==> src/rtl/pipe_reg_n.sv <==
// Parameterised N-stage pipeline register with per-stage valid flags,
// synchronous flush and a registered count of occupied stages.
module pipe_reg_n #(
    parameter int unsigned        WIDTH     = 32,
    parameter int unsigned        DEPTH     = 4,
    parameter logic [WIDTH-1:0]   RESET_VAL = '0
) (
    input  logic                         clk,
    input  logic                         reset,
    input  logic                         E,
    input  logic                         flush,
    input  logic                         valid_in,
    input  logic [WIDTH-1:0]             D,
    output logic [WIDTH-1:0]             Q,
    output logic                         valid_out,
    output logic [$clog2(DEPTH+1)-1:0]   count,
    output logic                         empty
);

    localparam int unsigned CW = $clog2(DEPTH + 1);

    logic [WIDTH-1:0] data_q  [DEPTH];
    logic [WIDTH-1:0] data_d  [DEPTH];
    logic             valid_q [DEPTH];
    logic             valid_d [DEPTH];
    logic [CW-1:0]    count_q;
    logic [CW-1:0]    count_d;

    // Next-state for every stage and the occupancy count; flush beats enable.
    always_comb begin
        data_d  = data_q;
        valid_d = valid_q;
        count_d = count_q;
        if (flush) begin
            for (int i = 0; i < DEPTH; i++) begin
                data_d[i]  = RESET_VAL;
                valid_d[i] = 1'b0;
            end
            count_d = '0;
        end else if (E) begin
            data_d[0]  = D;
            valid_d[0] = valid_in;
            for (int i = 1; i < DEPTH; i++) begin
                data_d[i]  = data_q[i-1];
                valid_d[i] = valid_q[i-1];
            end
            // The last stage's flag leaves the pipe as the new one enters,
            // so the count can never pass DEPTH.
            count_d = count_q + CW'(valid_in) - CW'(valid_q[DEPTH-1]);
        end else begin
            data_d  = data_q;
            valid_d = valid_q;
            count_d = count_q;
        end
    end

    // Stage and count registers with asynchronous active-low reset.
    always_ff @(posedge clk or negedge reset) begin
        if (!reset) begin
            for (int i = 0; i < DEPTH; i++) begin
                data_q[i]  <= RESET_VAL;
                valid_q[i] <= 1'b0;
            end
            count_q <= '0;
        end else begin
            data_q  <= data_d;
            valid_q <= valid_d;
            count_q <= count_d;
        end
    end

    assign Q         = data_q[DEPTH-1];
    assign valid_out = valid_q[DEPTH-1];
    assign count     = count_q;
    assign empty     = (count_q == '0);

endmodule
==> config.mk <==
export PLATFORM = sky130hd
export DESIGN_NAME = pipe_reg_n
export DESIGN_NICKNAME = d
export VERILOG_FILES = /design/src/rtl/pipe_reg_n.sv
export SDC_FILE = /design/constraint.sdc
export NUM_CORES = 1
export LEC_CHECK = 0
export CAP_MARGIN = 20
export CORE_MARGIN = 2
export CORE_UTILIZATION = 50
export DETAILED_ROUTE_END_ITERATION = 10
export GPL_TIMING_DRIVEN = 0
export PLACE_DENSITY = 0.76
export SYNTH_ARGS = -nofsm -noshare
export SYNTH_HDL_FRONTEND = slang
export SYNTH_SLANG_ARGS = --single-unit
==> constraint.sdc <==
create_clock -name clk -period 1.9 [get_ports clk]
set_clock_uncertainty 0.05 [all_clocks]
set_input_delay 0.38 -clock clk [delete_from_list [all_inputs] [get_ports clk]]
set_output_delay 0.38 -clock clk [all_outputs]
set_load 0.05 [all_outputs]
==> results of run 1 <==
-- cell families after synthesis --
group,after synthesis
XOR/XNOR,1
AO/OA/AOI/OAI,2
AND/OR/NAND/NOR,137
flip-flops,135
adder cells (fa/ha/maj),3
multiplexers,134
buffers and inverters,66
-- layout by cell type, fill, tap and decap left out --
cell type / synthesis / routed
sky130_fd_sc_hd__clkinvlp_4: 0 / 1
sky130_fd_sc_hd__dfrtp_1: 135 / 133
sky130_fd_sc_hd__inv_2: 0 / 3
sky130_fd_sc_hd__buf_6: 5 / 6
sky130_fd_sc_hd__dfrtp_2: 0 / 2
sky130_fd_sc_hd__dlygate4sd3_1: 0 / 1
sky130_fd_sc_hd__a31o_2: 1 / 1
sky130_fd_sc_hd__buf_2: 7 / 8
sky130_fd_sc_hd__a21oi_1: 1 / 1
sky130_fd_sc_hd__clkinv_4: 0 / 2
sky130_fd_sc_hd__clkbuf_2: 0 / 1
sky130_fd_sc_hd__inv_1: 4 / 1
sky130_fd_sc_hd__ha_4: 0 / 2
sky130_fd_sc_hd__buf_16: 0 / 1
sky130_fd_sc_hd__dlygate4sd2_1: 0 / 35
sky130_fd_sc_hd__mux2i_1: 134 / 134
sky130_fd_sc_hd__nor3_2: 0 / 1
sky130_fd_sc_hd__nor2_1: 135 / 135
sky130_fd_sc_hd__fa_2: 0 / 1
sky130_fd_sc_hd__clkinv_2: 0 / 6
sky130_fd_sc_hd__clkbuf_8: 0 / 1
sky130_fd_sc_hd__xor2_2: 0 / 1
sky130_fd_sc_hd__bufinv_16: 0 / 5
sky130_fd_sc_hd__buf_4: 42 / 43
sky130_fd_sc_hd__clkdlybuf4s50_1: 0 / 33
sky130_fd_sc_hd__nand2b_1: 1 / 1
sky130_fd_sc_hd__clkbuf_1: 8 / 8
sky130_fd_sc_hd__clkbuf_16: 0 / 17
-- per-layer routing --
layer  up-vias  part of all wire (%)  wire length, um
met2        70                    49             5411
met1      1775                    45             5029
met5         -                     0                0
li1       1732                     -                -
met4         0                   2.3              252
met3        19                   3.5              393
-- state kept, by name, summed over array words and instances, names as in the netlist --
name       count
valid_q        3
data_q        96
count          3
Q             32
valid_out      1
-- per-stage QoR --
stage / total power (uW) / instances / instance area, um^2 / hold WS [ns] / worst slack, ns
global route: 7354 / 727 / 7326 / 0.3968 / -0.03541
global placement: 3609 / 692 / 6656 / 0.4506 / -5.135
floorplan: 3386 / 478 / 5767 / 0.03441 / -0.1072
detailed placement: 3630 / 693 / 6685 / 0.2380 / -0.1835
CTS: 7171 / 726 / 7316 / 0.3743 / -0.02008
finish: 7111 / 727 / 7326 / 0.3728 / 0.02092
-- cell type report --
class	count	area, um^2
fill	885	3995
clock buffer	18	439.2
sequential	135	3381
clock inverter	14	205.2
multi-input combinational	277	1967
tap	143	178.9
timing repair buffer	74	703.2
inverter	4	15.01
buffer	62	436.7
-- power groups by stage --
| stage | logic (uW) | registers (uW) | clock network (uW) |
|---|---|---|---|
| 3_5_place_dp | 569 | 3060 | 0 |
| 4_1_cts | 570 | 3010 | 3590 |
| 6_report | 567 | 3010 | 3530 |
| 3_3_place_gp | 549 | 3060 | 0 |
| 5_1_grt | 620 | 3020 | 3710 |
| 2_1_floorplan | 326 | 3060 | 0 |
-- repair_timing --
action                                  in CTS  in global routing
endpoints found under the setup margin      38                  3
buffers inserted                             0                  1
pin swaps                                    0                  3
resized for setup                           42                  8
hold endpoints to repair                    33                  0
hold buffers                                 1                  0
-- critical path, stage by stage, from the launching register on --
cell and delay (ns):
sky130_fd_sc_hd__dfrtp_2 0.40, sky130_fd_sc_hd__inv_2 0.07, sky130_fd_sc_hd__ha_4 0.20, sky130_fd_sc_hd__inv_2 0.06
sky130_fd_sc_hd__ha_4 0.12, sky130_fd_sc_hd__inv_2 0.04, sky130_fd_sc_hd__fa_2 0.37, sky130_fd_sc_hd__xor2_2 0.18
sky130_fd_sc_hd__a21oi_1 0.09, sky130_fd_sc_hd__a31o_2 0.21
-- final timing paths --
path	startpoint	to	slack (ns)
max in group asynchronous	reset	data_q[105]	0.65
setup / recovery	count[0]	count[2]	0.02
hold / removal	reset	Q[28]	0.37
hold reg to reg	data_q[99]	data_q[67]	0.46
min in group clk	flush	count[2]	0.40
setup reg to reg	count[0]	count[2]	0.02
==> impl_metrics.xml, run 1 <==
<?xml version="1.0" encoding="UTF-8"?>
<metrics>
  <group name="detailed_routing">
    <metric name="num_vias" unit="">3596</metric>
    <metric name="drt-vias-per-instance" unit="">4.946</metric>
    <metric name="wirelength" unit="um">11090</metric>
    <metric name="detail_route.first_pass.iterations" unit="">4</metric>
    <metric name="post_drt_wl_per_cell" unit="um">15.25</metric>
    <metric name="antenna_violating_nets_post_route" unit="">0</metric>
    <metric name="dr.first_iter.drc_count" unit="">123</metric>
    <metric name="route.detailed.drc" unit="">0</metric>
  </group>
  <group name="clock_tree">
    <metric name="cts.sinks" unit="">135</metric>
    <metric name="cts_htree_levels" unit="">4</metric>
    <metric name="clock_tree.root_cell" unit="">sky130_fd_sc_hd__clkbuf_16</metric>
    <metric name="tritoncts.num_buffers" unit="">17</metric>
    <metric name="path_clk_slew" unit="ns">0.05</metric>
    <metric name="cts-root-to-sink-buffers" unit="">2</metric>
    <metric name="insertion_delay" unit="ns">0.41</metric>
    <metric name="cts_tree" unit="">yes</metric>
  </group>
  <group name="floorplan">
    <metric name="rows" unit="">39</metric>
    <metric name="die_area" unit="um^2">12390</metric>
    <metric name="initial_utilization" unit="%">50.85</metric>
    <metric name="fp.dieH" unit="um">111.3</metric>
    <metric name="fp.coreArea" unit="um^2">11320</metric>
    <metric name="ios" unit="">74</metric>
    <metric name="die-width" unit="um">111.3</metric>
  </group>
  <group name="cells_and_area">
    <metric name="antenna_cells_inserted" unit="">0</metric>
    <metric name="layout-drive-gt1-share" unit="%">17.47</metric>
    <metric name="final_nets" unit="">611</metric>
    <metric name="syn2layout_area_growth" unit="%">27.26</metric>
    <metric name="final_core_utilization" unit="%">64.71</metric>
  </group>
  <group name="synth">
    <metric name="synthDistinctLibCells" unit="">15</metric>
    <metric name="syn-instance-count" unit="">478</metric>
    <metric name="synth.yosys.seq_area_share" unit="%">58.68</metric>
    <metric name="proportion_of_synthesized_area_in_mux_cells" unit="%">23.30</metric>
    <metric name="synth_largest_type_area_fraction" unit="%">58.68</metric>
    <metric name="dominant_combinational_cell_family_by_area_after_synthesis" unit="">multiplexers</metric>
    <metric name="synth_edf_count" unit="">0</metric>
    <metric name="synth.largest_area_cell" unit="">sky130_fd_sc_hd__dfrtp_1</metric>
    <metric name="synth.net_count" unit="">518</metric>
    <metric name="ys_top_cells_by_area" unit="">sky130_fd_sc_hd__dfrtp_1, sky130_fd_sc_hd__mux2i_1, sky130_fd_sc_hd__nor2_1</metric>
    <metric name="yosys_warnings" unit="">0</metric>
    <metric name="synth-adder-area-share" unit="%">0.7824</metric>
    <metric name="netlist_top_cells_count" unit="">sky130_fd_sc_hd__dfrtp_1, sky130_fd_sc_hd__nor2_1, sky130_fd_sc_hd__mux2i_1</metric>
    <metric name="synthArstFlopShare" unit="%">100.0</metric>
    <metric name="synth-simple-area-share" unit="%">8.998</metric>
    <metric name="synth_compound_area_share" unit="%">0.2391</metric>
    <metric name="synth.ff_latch_count" unit="">135</metric>
    <metric name="syn-cell-area" unit="um^2">5757</metric>
    <metric name="synth-xor-area-share" unit="%">0.1521</metric>
    <metric name="postSynthAreaPerCell" unit="um^2">12.04</metric>
    <metric name="postSynth.topFlopCell" unit="">sky130_fd_sc_hd__dfrtp_1</metric>
  </group>
  <group name="sta">
    <metric name="fin_crit_period" unit="ns">1.879</metric>
    <metric name="final.setup.tns" unit="ns">0</metric>
    <metric name="number_of_pins_exceeding_their_max_slew_limit_in_the_final_report" unit="">0</metric>
    <metric name="slew-limit-headroom" unit="%">64.12</metric>
    <metric name="setup_violations" unit="">0</metric>
    <metric name="worst_pin_slew" unit="ns">0.5382</metric>
    <metric name="max_clock_freq" unit="GHz">0.5322</metric>
    <metric name="finalCritPeriodShare" unit="%">98.90</metric>
    <metric name="setup_repair_after_global_routing_missed_its_margin" unit="">yes</metric>
    <metric name="report.final.hold_viol_count" unit="">0</metric>
  </group>
  <group name="pwr">
    <metric name="portion_of_total_power_attributed_to_the_clock_network" unit="%">49.7</metric>
    <metric name="p_leak" unit="uW">0.003964</metric>
    <metric name="p_comb_share" unit="%">8.0</metric>
    <metric name="power_density" unit="nW/um^2">970.7</metric>
    <metric name="power_report.internal_total" unit="uW">5554</metric>
    <metric name="vdd_drop_max" unit="mV">0.5886</metric>
    <metric name="switching_share" unit="%">21.89</metric>
    <metric name="p_seq_share" unit="%">42.3</metric>
    <metric name="power_switching" unit="uW">1556</metric>
  </group>
  <group name="global_route">
    <metric name="groute.layer.met1.usage" unit="%">25.65</metric>
    <metric name="use_met2" unit="%">30.33</metric>
    <metric name="groute.usage.overall" unit="%">19.12</metric>
    <metric name="global_route_wire_length_before_repair" unit="um">18550</metric>
    <metric name="globalRouteOverflowTotal" unit="">0</metric>
    <metric name="grt_antenna_before_repair" unit="">0</metric>
    <metric name="grt.busiest_layer" unit="">met2</metric>
    <metric name="use_met3" unit="%">4.429</metric>
    <metric name="grt_start_max_net_pins" unit="">103</metric>
    <metric name="grt_pass1_vias" unit="">3672</metric>
  </group>
  <group name="critical_path">
    <metric name="worstPathRequired" unit="ns">2.15</metric>
    <metric name="highest_net_fanout_along_the_worst_path" unit="">2</metric>
    <metric name="worst_ep_arrival_time" unit="ns">2.13</metric>
    <metric name="crit_path_end_kind" unit="">flip-flop</metric>
    <metric name="timing.reg2reg.worst_path_depth" unit="">9</metric>
    <metric name="timing.critical_path.from_type" unit="">flip-flop</metric>
    <metric name="timing_worst_setup_path_type" unit="">flip-flop to flip-flop</metric>
  </group>
  <group name="placement">
    <metric name="dp_hpwl" unit="um">7445</metric>
    <metric name="port_buffers" unit="">71</metric>
    <metric name="globalplace.congestion" unit="">0.7651</metric>
  </group>
  <group name="run_status">
    <metric name="status" unit="">completed</metric>
  </group>
  <group name="min_path">
    <metric name="min_path_type" unit="">input port to async pin</metric>
  </group>
  <group name="run">
    <metric name="number_of_maximum_capacitance_constraint_violations" unit="">0</metric>
  </group>
</metrics>
Note: power is estimated with default switching activity, not from simulation.
==> run 2: changes to the inputs <==
- CELL_PAD_IN_SITES_DETAIL_PLACEMENT: unset -> 0
- CELL_PAD_IN_SITES_GLOBAL_PLACEMENT: unset -> 2
- CORE_UTILIZATION: 50 -> 33
- MAX_ROUTING_LAYER: unset -> met4
- PLACE_DENSITY: 0.76 -> unset
- PLACE_DENSITY_LB_ADDON: unset -> 0.1
==> run 2 against run 1 <==
Against the previous run:
- worst setup slack better by 0.015 ns
- register-to-register slack hardly changed
- worst hold slack better by 0.044 ns
- first-iteration DRC count is 4.1% lower
- sequential share of layout area is 0.079 points lower
- via count is 0.97% lower
- sequential cell count stayed put
- power is 6.9% lower
- routed wire length is 14% higher
- largest power group unchanged
==> impl_metrics.xml, run 2 (synthesized netlist as in run 1, its figures left out) <==
<?xml version="1.0" encoding="UTF-8"?>
<metrics>
  <group name="clock_tree">
    <metric name="cts_tree" unit="">yes</metric>
    <metric name="insertion_delay" unit="ns">0.42</metric>
    <metric name="cts_htree_levels" unit="">4</metric>
    <metric name="clock_tree.root_cell" unit="">sky130_fd_sc_hd__clkbuf_16</metric>
    <metric name="cts-root-to-sink-buffers" unit="">2</metric>
    <metric name="path_clk_slew" unit="ns">0.06</metric>
    <metric name="tritoncts.num_buffers" unit="">17</metric>
    <metric name="cts.sinks" unit="">135</metric>
  </group>
  <group name="pwr">
    <metric name="p_seq_share" unit="%">45.5</metric>
    <metric name="portion_of_total_power_attributed_to_the_clock_network" unit="%">45.8</metric>
    <metric name="switching_share" unit="%">23.61</metric>
    <metric name="power_report.internal_total" unit="uW">5059</metric>
    <metric name="p_leak" unit="uW">0.003930</metric>
    <metric name="p_comb_share" unit="%">8.7</metric>
    <metric name="vdd_drop_max" unit="mV">0.6666</metric>
    <metric name="power_switching" unit="uW">1564</metric>
    <metric name="power_density" unit="nW/um^2">902.5</metric>
  </group>
  <group name="global_route">
    <metric name="globalRouteOverflowTotal" unit="">0</metric>
    <metric name="grt_start_max_net_pins" unit="">72</metric>
    <metric name="global_route_wire_length_before_repair" unit="um">20350</metric>
    <metric name="groute.usage.overall" unit="%">15.14</metric>
    <metric name="grt_antenna_before_repair" unit="">0</metric>
    <metric name="grt_pass1_vias" unit="">3716</metric>
  </group>
  <group name="detailed_routing">
    <metric name="wirelength" unit="um">12650</metric>
    <metric name="dr.first_iter.drc_count" unit="">118</metric>
    <metric name="post_drt_wl_per_cell" unit="um">15.62</metric>
    <metric name="route.detailed.drc" unit="">0</metric>
    <metric name="drt-vias-per-instance" unit="">4.396</metric>
    <metric name="antenna_violating_nets_post_route" unit="">0</metric>
    <metric name="detail_route.first_pass.iterations" unit="">4</metric>
    <metric name="num_vias" unit="">3561</metric>
  </group>
  <group name="sta">
    <metric name="final.setup.tns" unit="ns">0</metric>
    <metric name="max_clock_freq" unit="GHz">0.5364</metric>
    <metric name="worst_pin_slew" unit="ns">0.6206</metric>
    <metric name="setup_violations" unit="">0</metric>
    <metric name="report.final.hold_viol_count" unit="">0</metric>
    <metric name="number_of_pins_exceeding_their_max_slew_limit_in_the_final_report" unit="">0</metric>
    <metric name="fin_crit_period" unit="ns">1.864</metric>
    <metric name="finalCritPeriodShare" unit="%">98.12</metric>
    <metric name="setup_repair_after_global_routing_missed_its_margin" unit="">yes</metric>
    <metric name="slew-limit-headroom" unit="%">58.63</metric>
  </group>
  <group name="cells_and_area">
    <metric name="final_cells" unit="">810</metric>
    <metric name="syn2layout_area_growth" unit="%">27.47</metric>
    <metric name="layout.cells.most_common_list" unit="">sky130_fd_sc_hd__nor2_1, sky130_fd_sc_hd__mux2i_1, sky130_fd_sc_hd__dfrtp_1, sky130_fd_sc_hd__buf_4, sky130_fd_sc_hd__clkdlybuf4s50_1</metric>
    <metric name="final_core_utilization" unit="%">42.72</metric>
    <metric name="largest_register_ffs" unit="">96</metric>
    <metric name="layout-drive-gt1-share" unit="%">17.26</metric>
    <metric name="final_nets" unit="">612</metric>
    <metric name="regMostFlops" unit="">data_q</metric>
    <metric name="most_common_cell_after_layout_fill_and_taps_aside" unit="">sky130_fd_sc_hd__nor2_1</metric>
    <metric name="fillers" unit="">1699</metric>
    <metric name="antenna_cells_inserted" unit="">0</metric>
  </group>
  <group name="run">
    <metric name="number_of_maximum_capacitance_constraint_violations" unit="">0</metric>
  </group>
  <group name="floorplan">
    <metric name="rows" unit="">48</metric>
    <metric name="ios" unit="">74</metric>
    <metric name="die_area" unit="um^2">18520</metric>
    <metric name="fp.dieH" unit="um">136.1</metric>
    <metric name="fp.coreArea" unit="um^2">17180</metric>
    <metric name="initial_utilization" unit="%">33.52</metric>
    <metric name="die-width" unit="um">136.1</metric>
  </group>
  <group name="placement">
    <metric name="placed_cells" unit="">775</metric>
    <metric name="dp_hpwl" unit="um">8228</metric>
    <metric name="port_buffers" unit="">71</metric>
    <metric name="globalplace.congestion" unit="">0.6957</metric>
  </group>
  <group name="critical_path">
    <metric name="cp_slowest_stage_delay" unit="ns">0.43</metric>
    <metric name="crit_path_end_kind" unit="">flip-flop</metric>
    <metric name="crit_top_cell" unit="">sky130_fd_sc_hd__inv_1</metric>
    <metric name="timing_worst_setup_path_type" unit="">flip-flop to flip-flop</metric>
    <metric name="worstPathRequired" unit="ns">2.16</metric>
    <metric name="worst_ep_arrival_time" unit="ns">2.12</metric>
    <metric name="highest_net_fanout_along_the_worst_path" unit="">3</metric>
    <metric name="cp_slowest_cell" unit="">sky130_fd_sc_hd__dfrtp_2</metric>
    <metric name="rrSetupSlack" unit="ns">0.04</metric>
    <metric name="timing.critical_path.cells" unit="">ha_4, inv_1, ha_1, inv_1, fa_2, xor2_2, a21oi_1, a31o_2</metric>
    <metric name="timing.critical_path.from_type" unit="">flip-flop</metric>
    <metric name="r2r-start" unit="">valid_out</metric>
    <metric name="timing.reg2reg.worst_path_depth" unit="">8</metric>
    <metric name="r2r-end" unit="">count[2]</metric>
  </group>
  <group name="min_path">
    <metric name="launch_point_of_the_worst_hold_path" unit="">flush</metric>
    <metric name="min_path_type" unit="">input port to flip-flop</metric>
    <metric name="hold-path-endpoint" unit="">count[2]</metric>
    <metric name="hold-path-cell-count" unit="">3</metric>
  </group>
  <group name="run_status">
    <metric name="status" unit="">completed</metric>
  </group>
</metrics>
[run 2: cell count changes in the layout (fill, tap and decap cells not counted), sizes merged]
cell | previous run | this run
dlygate4sd2 | 35 | 32
clkdlybuf4s15 | 0 | 2
clkbuf | 27 | 32
buf | 58 | 60
bufinv | 5 | 0
[run 2: through the flow]
step	hold WS (ns)	setup slack [ns]	total power [uW]	instance area [um^2]
after global placement	0.4499	-5.722	3641	6759
final	0.4167	0.03573	6623	7338
after CTS	0.4037	-0.06693	6740	7331
after global routing	0.4318	-0.06644	6930	7338
after detailed placement	0.3664	-0.2328	3654	6788
after floorplan	0.03441	-0.1072	3386	5767
[run 2: how the worst max path moves through the flow]
stage	start	end	slack, ns	cells after the start
after global routing	valid_out	count[2]	-0.07	8
after floorplan	count[0]	count[2]	-0.11	9
after detailed placement	valid_in	count[2]	-0.23	7
after CTS	count[1]	empty	-0.07	2
after global placement	reset	count[0]	-5.72	1
final	valid_out	count[2]	0.04	8
[run 2: area by class of cell]
cell class                      instances  area, um^2  share of cell area, %
Inverter                                4       15.01                 0.2046
Clock inverter                          9       47.55                 0.6479
Sequential cell                       135        3381                  46.07
Multi-Input combinational cell        277        1954                  26.63
Clock buffer                           23       508.0                  6.922
Timing Repair Buffer                   75       714.4                  9.736
Tap cell                              225       281.5                  3.836
Buffer                                 62       436.7                  5.951
[run 2: layer usage]
layer / vias to the layer above / track usage, % / wire length, um / share of wire (%)
met5: - / - / 0 / 0
met1: 1745 / 19.44 / 6041 / 48
met3: 19 / 3.691 / 479 / 3.8
met2: 66 / 23.14 / 5879 / 46
met4: 0 / 5.903 / 249 / 2.0
li1: 1731 / - / - / -
[run 2: critical path: cells and delay by family, from the launching register on]
| kind | cells | cell delay (ns) |
|---|---|---|
| fa+ha+maj | 3 | 0.71 |
| flops | 1 | 0.43 |
| xor+xnor | 1 | 0.17 |
| buf+inv | 2 | 0.10 |
| compound gates | 2 | 0.30 |
[run 2: power by group through the flow]
stage / clock network (uW) / registers, uW / logic [uW]
after global placement: 0 / 3060 / 577
final: 3040 / 3010 / 577
after global routing: 3270 / 3020 / 635
after detailed placement: 0 / 3060 / 591
after floorplan: 0 / 3060 / 326
after CTS: 3140 / 3010 / 591
[run 2: what timing repair did]
item                                    in CTS  in global routing
buffers inserted                             0                  2
pin swaps                                    0                  1
hold buffers                                 1                  0
endpoints found under the setup margin      38                  5
endpoints found under the hold margin       64                  0
gates resized for setup                     43                  8
